**src/rtl/cnt_pwm_gen.sv**
```systemverilog
// cnt_pwm_gen: 16-cycle PWM driven by an external 4-bit down counter, with shadowed duty updates.
// Define PWM_SEQ_CHECK_EN to add the count-sequence checker and the ERR state.
module cnt_pwm_gen (
    input  logic       clk,
    input  logic       rst,
    input  logic [3:0] cnt,
    input  logic [3:0] duty,
    input  logic       duty_valid,
    output logic       duty_ready,
    output logic       pwm_out,
    output logic       period_done,
    output logic       seq_err
);
    // state | meaning
    // IDLE  | waiting for the first cnt==15, outputs held low
    // RUN   | producing PWM from the active duty
    // ERR   | count sequence broken, outputs low until reset (checker build only)
`ifdef PWM_SEQ_CHECK_EN
    typedef enum logic [1:0] {S_IDLE = 2'd0, S_RUN = 2'd1, S_ERR = 2'd2} state_t;
`else
    typedef enum logic [1:0] {S_IDLE = 2'd0, S_RUN = 2'd1} state_t;
`endif

    state_t     r_state;
    state_t     w_state_nxt;
    logic [3:0] r_duty_act;
    logic [3:0] r_duty_shd;
    logic       r_pend;
    logic       r_pwm;
    logic       r_done;
    logic       w_seq_bad;
    logic       w_bound;
    logic       w_apply;
    logic       w_xfer;
    logic [3:0] w_duty_act_nxt;
    logic       w_pwm_nxt;
    logic       w_done_nxt;
    logic       w_ready;

`ifdef PWM_SEQ_CHECK_EN
    logic [3:0] r_prev_cnt;

    always_ff @(posedge clk or negedge rst) begin
        if (!rst) r_prev_cnt <= 4'd0;
        else      r_prev_cnt <= cnt;
    end

    assign w_seq_bad = (r_state == S_RUN) && (cnt != 4'(r_prev_cnt - 4'd1));
    assign seq_err   = (r_state == S_ERR);
    assign w_ready   = !r_pend && (r_state != S_ERR);
`else
    assign w_seq_bad = 1'b0;
    assign seq_err   = 1'b0;
    assign w_ready   = !r_pend;
`endif

    always_ff @(posedge clk or negedge rst) begin
        if (!rst) r_state <= S_IDLE;
        else      r_state <= w_state_nxt;
    end

    always_comb begin
        w_state_nxt = r_state;
        case (r_state)
            S_IDLE: if (cnt == 4'hF) w_state_nxt = S_RUN;
`ifdef PWM_SEQ_CHECK_EN
            S_RUN:  if (w_seq_bad) w_state_nxt = S_ERR;
`endif
            default: w_state_nxt = r_state;
        endcase
    end

    // A new duty only reaches the comparator on the boundary edge, so a period is never split.
    always_comb begin
        w_bound        = (cnt == 4'hF) && !w_seq_bad
                         && ((r_state == S_IDLE) || (r_state == S_RUN));
        w_apply        = w_bound && r_pend;
        w_duty_act_nxt = w_apply ? r_duty_shd : r_duty_act;
        w_xfer         = duty_valid && w_ready;
        w_pwm_nxt      = 1'b0;
        w_done_nxt     = 1'b0;
        if ((r_state == S_RUN) && !w_seq_bad) begin
            w_pwm_nxt  = (cnt < w_duty_act_nxt);
            w_done_nxt = (cnt == 4'd0);
        end
    end

    always_ff @(posedge clk or negedge rst) begin
        if (!rst) begin
            r_duty_act <= 4'd0;
            r_duty_shd <= 4'd0;
            r_pend     <= 1'b0;
            r_pwm      <= 1'b0;
            r_done     <= 1'b0;
        end else begin
            r_pwm      <= w_pwm_nxt;
            r_done     <= w_done_nxt;
            r_duty_act <= w_duty_act_nxt;
            if (w_apply) begin
                r_pend <= 1'b0;
            end else if (w_xfer) begin
                r_pend     <= 1'b1;
                r_duty_shd <= duty;
            end
        end
    end

    assign duty_ready  = w_ready;
    assign pwm_out     = r_pwm;
    assign period_done = r_done;
endmodule

```
**config.mk**
```make
export PLATFORM = sky130hd
export DESIGN_NAME = cnt_pwm_gen
export DESIGN_NICKNAME = d
export VERILOG_FILES = /design/src/rtl/cnt_pwm_gen.sv
export SDC_FILE = /design/constraint.sdc
export NUM_CORES = 1
export LEC_CHECK = 0
export ABC_AREA = 1
export BUFFER_PORTS_ARGS = -buffer_cell sky130_fd_sc_hd__buf_2
export CORE_AREA = 2 2 39 41
export CTS_BUF_LIST = sky130_fd_sc_hd__clkbuf_8
export DETAILED_ROUTE_END_ITERATION = 16
export DIE_AREA = 0 0 41 43
export PLACE_DENSITY = 0.68
export RECOVER_POWER = 100
export REMOVE_ABC_BUFFERS = 1
export SLEW_MARGIN = 20
export SYNTH_ARGS = -nofsm -noshare
export SYNTH_HDL_FRONTEND = slang
export SYNTH_SLANG_ARGS = --single-unit
```
**constraint.sdc**
```tcl
create_clock -name clk -period 4.7 [get_ports clk]
set_input_delay 0.94 -clock clk [delete_from_list [all_inputs] [get_ports clk]]
set_output_delay 0.94 -clock clk [all_outputs]
set_load 0.05 [all_outputs]
```
==> results of run 1 <==
[worst paths after layout]
path / start / end / slack [ns] / cells after the start
max in group asynchronous: rst / r_duty_shd[2] / 3.59 / 1
worst max-delay path: cnt[1] / pwm_out / 2.34 / 10
worst min-delay path: r_duty_act[1] / r_duty_act[1] / 0.50 / 2
worst max register to register: r_pend / pwm_out / 2.96 / 7
worst min register to register: r_duty_act[1] / r_duty_act[1] / 0.50 / 2
min in group asynchronous: rst / r_duty_act[0] / 0.70 / 1
[synthesized netlist by cell type]
cell and number:
a21oi_1 2, nand2_1 7, a21oi_2 1, nand2_4 1, and2_1 1, conb_1 1
mux2_2 2, nand3_1 2, o21ai_2 2, or2_1 2, buf_4 1, ha_1 3
inv_1 12, o21ai_0 2, dfrtp_1 12, a211o_1 1, o21ai_1 1, nor4_1 1
nand2_2 2, nor2_1 2, nor2_4 1
[report_power, final]
group | switching [mW] | internal (mW)
registers | 0.0137 | 0.146
clock network | 0.0331 | 0.0561
logic | 0.0933 | 0.0514
[logic make-up (layout without fill, tap and decap cells)]
logic type / count (synthesis) / count (layout) / synth area share [%]
other: 1 / 1 / 0.6459
AND/OR/NAND/NOR: 19 / 19 / 17.89
multiplexers: 2 / 2 / 3.879
flip-flops: 12 / 12 / 51.72
AO/OA/AOI/OAI: 9 / 9 / 10.35
adder cells (fa/ha/maj): 3 / 3 / 6.466
buffers and inverters: 13 / 28 / 9.052
[placed cells by master, fill, tap and decap left out, drive strengths merged, types with 2 or more instances in the layout]
| master | count |
|---|---|
| nand3 | 2 |
| o21ai | 5 |
| a21oi | 3 |
| or2 | 2 |
| ha | 3 |
| nand2 | 10 |
| nor2 | 3 |
| buf | 8 |
| inv | 12 |
| clkbuf | 8 |
| dfrtp | 12 |
| mux2 | 2 |
[sequential cells by signal, indices dropped and copies added, names as in the netlist]
signal	flops
period_done	1
pwm_out	1
r_duty_act	4
r_duty_shd	4
r_pend	1
r_state	1
[metrics by stage]
| stage | instances | setup WS, ns | instance area, um^2 |
|---|---|---|---|
| final | 90 | 2.338 | 670.6 |
| after global placement | 87 | 2.318 | 658.1 |
| after global routing | 90 | 2.140 | 670.6 |
| after CTS | 90 | 2.524 | 699.4 |
| after detailed placement | 87 | 2.294 | 658.1 |
| after floorplan | 58 | 2.514 | 573.1 |
[final cells by class]
| cell class | instances | area [um^2] |
|---|---|---|
| fillers | 153 | 713.2 |
| flip-flops and latches | 12 | 300.3 |
| multi-input cells | 34 | 205.2 |
| repair buffers | 13 | 58.81 |
| inverters | 12 | 45.04 |
| clock buffers | 3 | 41.29 |
| well taps | 16 | 20.02 |
[metal layers]
layer	GRT usage [%]	vias to the layer above
met1	16.16	197
met4	10.00	0
met2	20.31	12
met5	0	-
met3	4.712	2
li1	-	212
[worst min-delay path: stages, from the launching register on]
cell,delay (ns)
dfrtp_1,0.32
nand2_1,0.04
o21ai_1,0.09
==> metrics.txt, run 1 <==
Num Clock Sinks 12; CTS tree done; Clock Path Buffers 2; Initial Utilization 41.95%; Total Nets Final 90; initial antenna violation count 0; via-per-instance ratio 4.700; clk slew on worst S/H paths 0.05 ns; post-route setup TNS 0 ns; DR top layer met4; max-slew violations 0; Worst EP arrival 2.53 ns; fmax 0.4233 GHz; cells after synthesis 59; Synth top area share 51.72%; DP Wirelength 713.9 um; WL/cell 10.18 um; Setup Skew 0.001202 ns; Ports 15; clock latency on the worst-skew pair 0.23 ns; Core Util, Final 48.46%; routed length on met1 422 um; met3 WL 47 um; Tot Pwr 0.3935 mW; Worst-Margin Slew 0.6413 ns; minimum clock period 2.362 ns; PD cells 586.8 mW/mm^2; Static Leak 0.3662 nW; Distinct cells, synth 21; vias 423; first-pass GRT wire length 1600 um; gpl congestion 0.7483; share of post-route cells with drive strength above 1 21.62%; Cell Chain, Critical Path clkbuf_1, nand2_1, nor2_1, nand2_1, inv_1, or2_0, o21ai_0, ha_1, a211o_1, a21oi_2; final hold slack 0.4997 ns; antenna diode count 0; CP most frequent cell nand2_1; type of the worst setup path in2reg; routed wl met2 424 um; post-CTS sizing 0; drt drc 0; Num CTS Buffers 3; Die W 41 um; Die H 43 um; hold buffers post-CTS 0; Setup Viol. Count Final 0; top cells by area, synth dfrtp_1 (52%), inv_1 (7.8%), ha_1 (6.5%); grt total ovfl 0; CP Max Fanout 6; Initial DRC Count 0; post-synthesis sequential area ratio 51.72%; status finished clean; slowest stage delay, CP 0.31 ns; hold crit path type reg2reg; full die area 0.001763 mm^2; ANT nets after route 0; crit share post-route 50.26%; Global Route Usage Sum 13.95%; total iterations of the first detailed-routing run 1; max_cap viols 0; row count 14; core box area 0.001384 mm^2; area grow syn2layout 15.52%; biggest area consumer among synthesized cells dfrtp_1; Bufs and invs on worst path 2; syn_area_per_cell 9.840 um^2; Seq cells post-synth 12; family with the most delay on the worst path compound AO/OA/AOI/OAI gates; Cell Area, Synth 580.6 um^2; CP Capture Type flip-flop; I/O Buffers 13; CP Launch Type input pin; highest-delay cell along the critical path ha_1; CP Data Required Time 4.86 ns; H-tree depth 1; Clock Root Buffer clkbuf_8; synth warn 0; drt total wl 916 um; slew margin rel. 57.25%; VDD IR-drop max 0.0002208 V; final hold vios 0; largest net degree at the start of global routing 13; vias in the first global route 406; Post-CTS Setup Inserts 0; RSZ-0062 raised after global routing no
(Power assumes the default switching activity.)
==> inputs of run 2 (changes only) <==
Settings changed: ABC_AREA 1 to 0, PLACE_DENSITY 0.68 to 0.67.
Clock period 4.7 ns to 2.25 ns, I/O delays scaled along.
==> metrics.txt, run 2 <==
drt drc 0 (unchanged); largest net degree at the start of global routing 13 (unchanged); combinational share of power 24.9% (-12 points); clk slew on worst S/H paths 0.05 ns (about the same); final hold vios 0 (unchanged); most frequent cells in the layout dfrtp_1 (12), buf_2 (8), clkbuf_1 (5); vias in the first global route 355 (-13%); Global Route Usage Sum 14.05% (+0.10 points); type of the worst setup path in2reg; total iterations of the first detailed-routing run 4 (+3); area grow syn2layout 17.35%; status finished clean; WL/cell 11.81 um (+16%); Die H 43 um (unchanged); CP Capture Type flip-flop; predominant post-synthesis flop cell dfrtp_1; core box area 0.001384 mm^2 (unchanged); hold crit path type in2async; most common cell after layout, fill and taps aside dfrtp_1; Post-synth EDFFs 0 (unchanged); cells after synthesis 41 (-31%); top cells by area, synth dfrtp_1 (52%), mux2_4 (10%), mux2_2 (7.8%); biggest area consumer among synthesized cells dfrtp_1; grt total ovfl 0 (unchanged); synth warn 0 (unchanged); Placement Cell Area 654.4 um^2 (-0.57%); Distinct cells, synth 19 (-9.5%); Bufs and invs on worst path 1 (-1); met2 usage 17.19% (-3.1 points); CP Data Required Time 2.41 ns (-2.45 ns); clock latency on the worst-skew pair 0.24 ns (about the same); Setup Viol. Count Final 0 (unchanged); Cell Chain, Critical Path clkbuf_1, and4_2, nand2_1, mux2i_1, ha_1, a21o_1, a31oi_1; clock network power share 31.7% (+9.0 points); Worst-Margin Slew 0.6213 ns (-0.02004 ns); Final WS setup 0.5499 ns (-1.788 ns); gpl congestion 0.6848 (-8.5%); met3 usage 4.712% (unchanged); NetSw 0.2114 mW (+51%); highest-delay cell along the critical path nand2_1; syn_area_per_cell 14.07 um^2 (+43%); I/O Buffers 13 (unchanged); register-to-register setup slack 0.68 ns (-2.28 ns); Setup Skew 0.002942 ns (+0.001740 ns); Largest regs r_duty_act: 4 flops, r_duty_shd: 4 flops; first-pass GRT wire length 1552 um (-3.0%); Worst EP arrival 1.86 ns (-0.67 ns); Core Util, Final 48.92% (+0.45 points); FF-to-FF path depth 5 (-2); fmax 0.5882 GHz; vias 349 (-17%); Initial Utilization 41.68% (-0.27 points); H-tree depth 1 (unchanged); family with the most delay on the worst path simple AND/OR/NAND/NOR gates; post-route setup TNS 0 ns (unchanged); hold buffers post-CTS 0 (unchanged); minimum clock period 1.700 ns; Num Clock Sinks 12 (unchanged); share of post-route cells with drive strength above 1 31.58% (+10 points); Synth async-reset ratio 100.0% (unchanged); ANT nets after route 0 (unchanged); DP Worst Slack 0.4938 ns (-1.800 ns); via-per-instance ratio 4.781 (+1.7%); grt peak-use layer met1; antenna diode count 0 (unchanged); slew margin rel. 58.58% (+1.3 points); post-CTS sizing 0 (unchanged); crit share post-route 75.56%; Num CTS Buffers 3 (unchanged); drt total wl 862 um (-5.9%); max_cap viols 0 (unchanged); Static Leak 0.3310 nW (-9.6%); Design Area, Final 676.9 um^2 (+0.93%); Sw Share 28.83% (-6.8 points); PD cells 1083 mW/mm^2 (+85%); most common cell in the netlist dfrtp_1; RSZ-0062 raised after global routing no; number of stages on the worst setup path 7 (-3); Cell Area, Synth 576.8 um^2 (-0.65%); slowest stage delay, CP 0.28 ns (-0.03 ns); CTS tree done; Seq pwr share 43.3% (+2.7 points); Clock Path Buffers 2 (unchanged); VDD IR-drop max 0.0005037 V (+130%); sequential cell area 300.3 um^2 (unchanged); CP Max Fanout 8 (+2); top cells by count, synth dfrtp_1 (12), mux2_2 (4), mux2_4 (4); full die area 0.001763 mm^2 (unchanged); initial antenna violation count 0 (unchanged); max-slew violations 0 (unchanged); Ports 15 (unchanged); row count 14 (unchanged); fillers 133 (-13%); Post-CTS Setup Inserts 0 (unchanged); DP Wirelength 672.3 um (-5.8%); post-synthesis sequential area ratio 52.06% (+0.34 points); Initial DRC Count 2 (+2); area of the multi-input gates 239.0 um^2 (+16%); Synth top area share 52.06% (+0.34 points); Die W 41 um (unchanged); Seq cells post-synth 12 (unchanged); Clock Root Buffer clkbuf_8; GR Util met1 18.86% (+2.7 points); Total Nets Final 72 (-20%); Internal 0.5218 mW (+110%); CP Launch Type input pin
-- run 2: area by class of cell --
class                           count  share of cell area, %
Clock buffer                        4                  8.133
Inverter                            1                 0.5545
Tap cell                           16                  2.957
Sequential cell                    12                  44.36
Timing Repair Buffer               13                  8.688
Multi-Input combinational cell     27                  35.30
-- run 2: metal layers --
metal	wire, um	share of wire [%]
met5	0	0
met2	368	43
met3	73	8.5
met4	27	3.1
met1	391	45
-- run 2: path summary, 6_finish.rpt --
kind | from | end
worst max register to register | r_pend | pwm_out
min in group clk | cnt[0] | period_done
worst min register to register | r_duty_act[1] | r_duty_act[1]
worst min-delay path | rst | r_pend
worst max-delay path | cnt[1] | pwm_out
max in group asynchronous | rst | r_duty_act[1]
-- run 2: logic make-up after synthesis --
group           after synthesis  synth area share, %
buf+inv                       2                1.952
mux                          11                23.43
compound gates                3                3.689
fa+ha+maj                     3                6.508
other cells                   1               0.6501
simple gates                  9                11.71
flops                        12                52.06
-- run 2: through the flow --
stage / total power, mW / cells / hold WS (ns)
5_1_grt: 0.7911 / 73 / 0.2585
3_3_place_gp: 0.5372 / 69 / 0.3367
4_1_cts: 0.7797 / 73 / 0.08539
6_report: 0.7332 / 73 / 0.1952
3_5_place_dp: 0.5426 / 69 / 0.3434
2_1_floorplan: 0.4911 / 40 / 0.1544
-- run 2: power groups by stage --
| stage | sequential [mW] | combinational, mW | clock [mW] |
|---|---|---|---|
| after detailed placement | 0.325 | 0.218 | 0 |
| after CTS | 0.321 | 0.219 | 0.240 |
| after global routing | 0.329 | 0.211 | 0.252 |
| final | 0.318 | 0.183 | 0.233 |
| after floorplan | 0.351 | 0.140 | 0 |
| after global placement | 0.322 | 0.215 | 0 |
==> inputs of run 3 (changes only) <==
Settings changed: ABC_AREA 0 to 1, PLACE_DENSITY 0.67 to 0.7.
Clock period 2.25 ns to 1.5 ns, I/O delays scaled along.
==> metrics.txt, run 3 (synthesis results as in run 1) <==
first-pass GRT wire length 1621 um (+4.4%); DP Worst Slack -0.1836 ns (-0.6774 ns); hold path start duty[2]; Setup Viol. Count Final 0 (unchanged); RSZ-0062 raised after global routing yes; antenna diode count 0 (unchanged); clock latency on the worst-skew pair 0.24 ns (about the same); CTS tree done; I/O Buffers 13 (unchanged); type of the worst setup path reg2reg; CP Max Fanout 3 (-5); Tot Pwr 1.396 mW (+90%); reg2reg end pwm_out; Setup Skew 0.003294 ns (+0.0003521 ns); slowest stage delay, CP 0.41 ns (+0.13 ns); share of post-route cells with drive strength above 1 38.10% (+6.5 points); total iterations of the first detailed-routing run 4 (unchanged); Die W 41 um (unchanged); initial antenna violation count 0 (unchanged); drt drc 0 (unchanged); Bufs and invs on worst path 1 (unchanged); Ports 15 (unchanged); Num Clock Sinks 12 (unchanged); final hold vios 0 (unchanged); most common cell after layout, fill and taps aside dfrtp_1; Placement Cell Area 710.7 um^2 (+8.6%); Non-Filler Instances 100 (+37%); CP Capture Type flip-flop; Die H 43 um (unchanged); minimum clock period 1.485 ns; final hold slack 0.2934 ns (+0.09821 ns); max-slew violations 0 (unchanged); CP Launch Type flip-flop; Clock Path Buffers 2 (unchanged); CP Data Required Time 1.68 ns (-0.73 ns); launching point of the worst reg2reg path r_pend; grt total ovfl 0 (unchanged); drt total wl 949 um (+10%); Cell Chain, Critical Path nand2_4, inv_2, or2_1, o21ai_2, ha_1, a211o_1, a21oi_2; Core Util, Final 56.33% (+7.4 points); core box area 0.001384 mm^2 (unchanged); VDD IR-drop max 0.0008535 V (+69%); post-route setup TNS 0 ns (unchanged); Initial Utilization 41.95% (+0.27 points); FF-to-FF path depth 7 (+2); register-to-register setup slack 0.02 ns (-0.66 ns); ANT nets after route 0 (unchanged); Num CTS Buffers 3 (unchanged); clk slew on worst S/H paths 0.05 ns (about the same); crit share post-route 98.98%; Global Route Usage Sum 14.69% (+0.64 points); vias 433 (+24%); Initial DRC Count 6 (+4); PD cells 1791 mW/mm^2 (+65%); family with the most delay on the worst path compound AO/OA/AOI/OAI gates; Design Area, Final 779.5 um^2 (+15%); Hold EP r_duty_shd[2]; H-tree depth 1 (unchanged); Largest regs r_duty_act: 4 flops, r_duty_shd: 4 flops; highest-delay cell along the critical path dfrtp_1; full die area 0.001763 mm^2 (unchanged); Hold Path Stages 2; most frequent cells in the layout dfrtp_1 (12), inv_1 (11), buf_2 (10); Final WS setup 0.01524 ns (-0.5347 ns); Worst-Margin Slew 0.6292 ns (+0.007989 ns); via-per-instance ratio 4.330 (-9.4%); Static Leak 0.4281 nW (+29%); Total Nets Final 99 (+38%); hold crit path type in2reg; WL/cell 9.490 um (-20%); status finished clean; max_cap viols 0 (unchanged); largest net degree at the start of global routing 13 (unchanged); vias in the first global route 383 (+7.9%); gpl congestion 0.7183 (+4.9%); row count 14 (unchanged); DP Wirelength 736.6 um (+9.6%); cell count after placement 94 (+36%); slew margin rel. 58.05% (-0.53 points); fmax 0.6735 GHz; Worst EP arrival 1.66 ns (-0.20 ns); area grow syn2layout 34.27%; Clock Root Buffer clkbuf_8
## run 3: cell count changes in the layout (fill, tap and decap cells not counted), moves of 3 or more
cell | previous run | this run
nand2_1 | 2 | 7
buf_4 | 0 | 8
mux2i_1 | 3 | 0
inv_1 | 1 | 11
mux2_1 | 4 | 0
## run 3: power breakdown
| part | internal, mW | leakage [nW] | switching, mW |
|---|---|---|---|
| logic | 0.221 | 0.265 | 0.315 |
| clock network | 0.232 | 0.0288 | 0.118 |
| registers | 0.457 | 0.134 | 0.0530 |
| total | 0.910 | 0.428 | 0.486 |
## run 3: metal layers
metal / track usage (%) / part of all wire [%] / vias to the layer above
li1: - / - / 231
met1: 20.34 / 48 / 181
met2: 16.88 / 43 / 19
met3: 9.424 / 8.5 / 2
met4: 8.000 / 0.42 / 0
met5: 0 / 0 / -
## run 3: timing repair
action,CTS,global route
endpoints found under the setup margin,1,1
endpoints found under the hold margin,12,0
setup buffers,1,0
pin swaps,3,1
hold buffers,1,0
resized for setup,1,0
## run 3: final cells by class
| class | count | area (um^2) |
|---|---|---|
| Clock buffer | 4 | 55.05 |
| Fill cell | 131 | 604.3 |
| Inverter | 12 | 45.04 |
| Multi-Input combinational cell | 34 | 227.7 |
| Sequential cell | 12 | 300.3 |
| Tap cell | 16 | 20.02 |
| Timing Repair Buffer | 22 | 131.4 |
## run 3: worst max path at each step
stage / to / depth (start not counted) / from
finish: pwm_out / 7 / r_pend
CTS: pwm_out / 7 / r_pend
global placement: pwm_out / 10 / cnt[1]
floorplan: pwm_out / 9 / cnt[1]
detailed placement: pwm_out / 10 / cnt[1]
global route: pwm_out / 7 / r_pend
## run 3: worst register-to-register path, cell delays in order, from the launching register on
cell and delay (ns):
dfrtp_1 0.41, nand2_4 0.08, inv_2 0.03, or2_1 0.21, o21ai_2 0.07, ha_1 0.26
a211o_1 0.27, a21oi_2 0.09
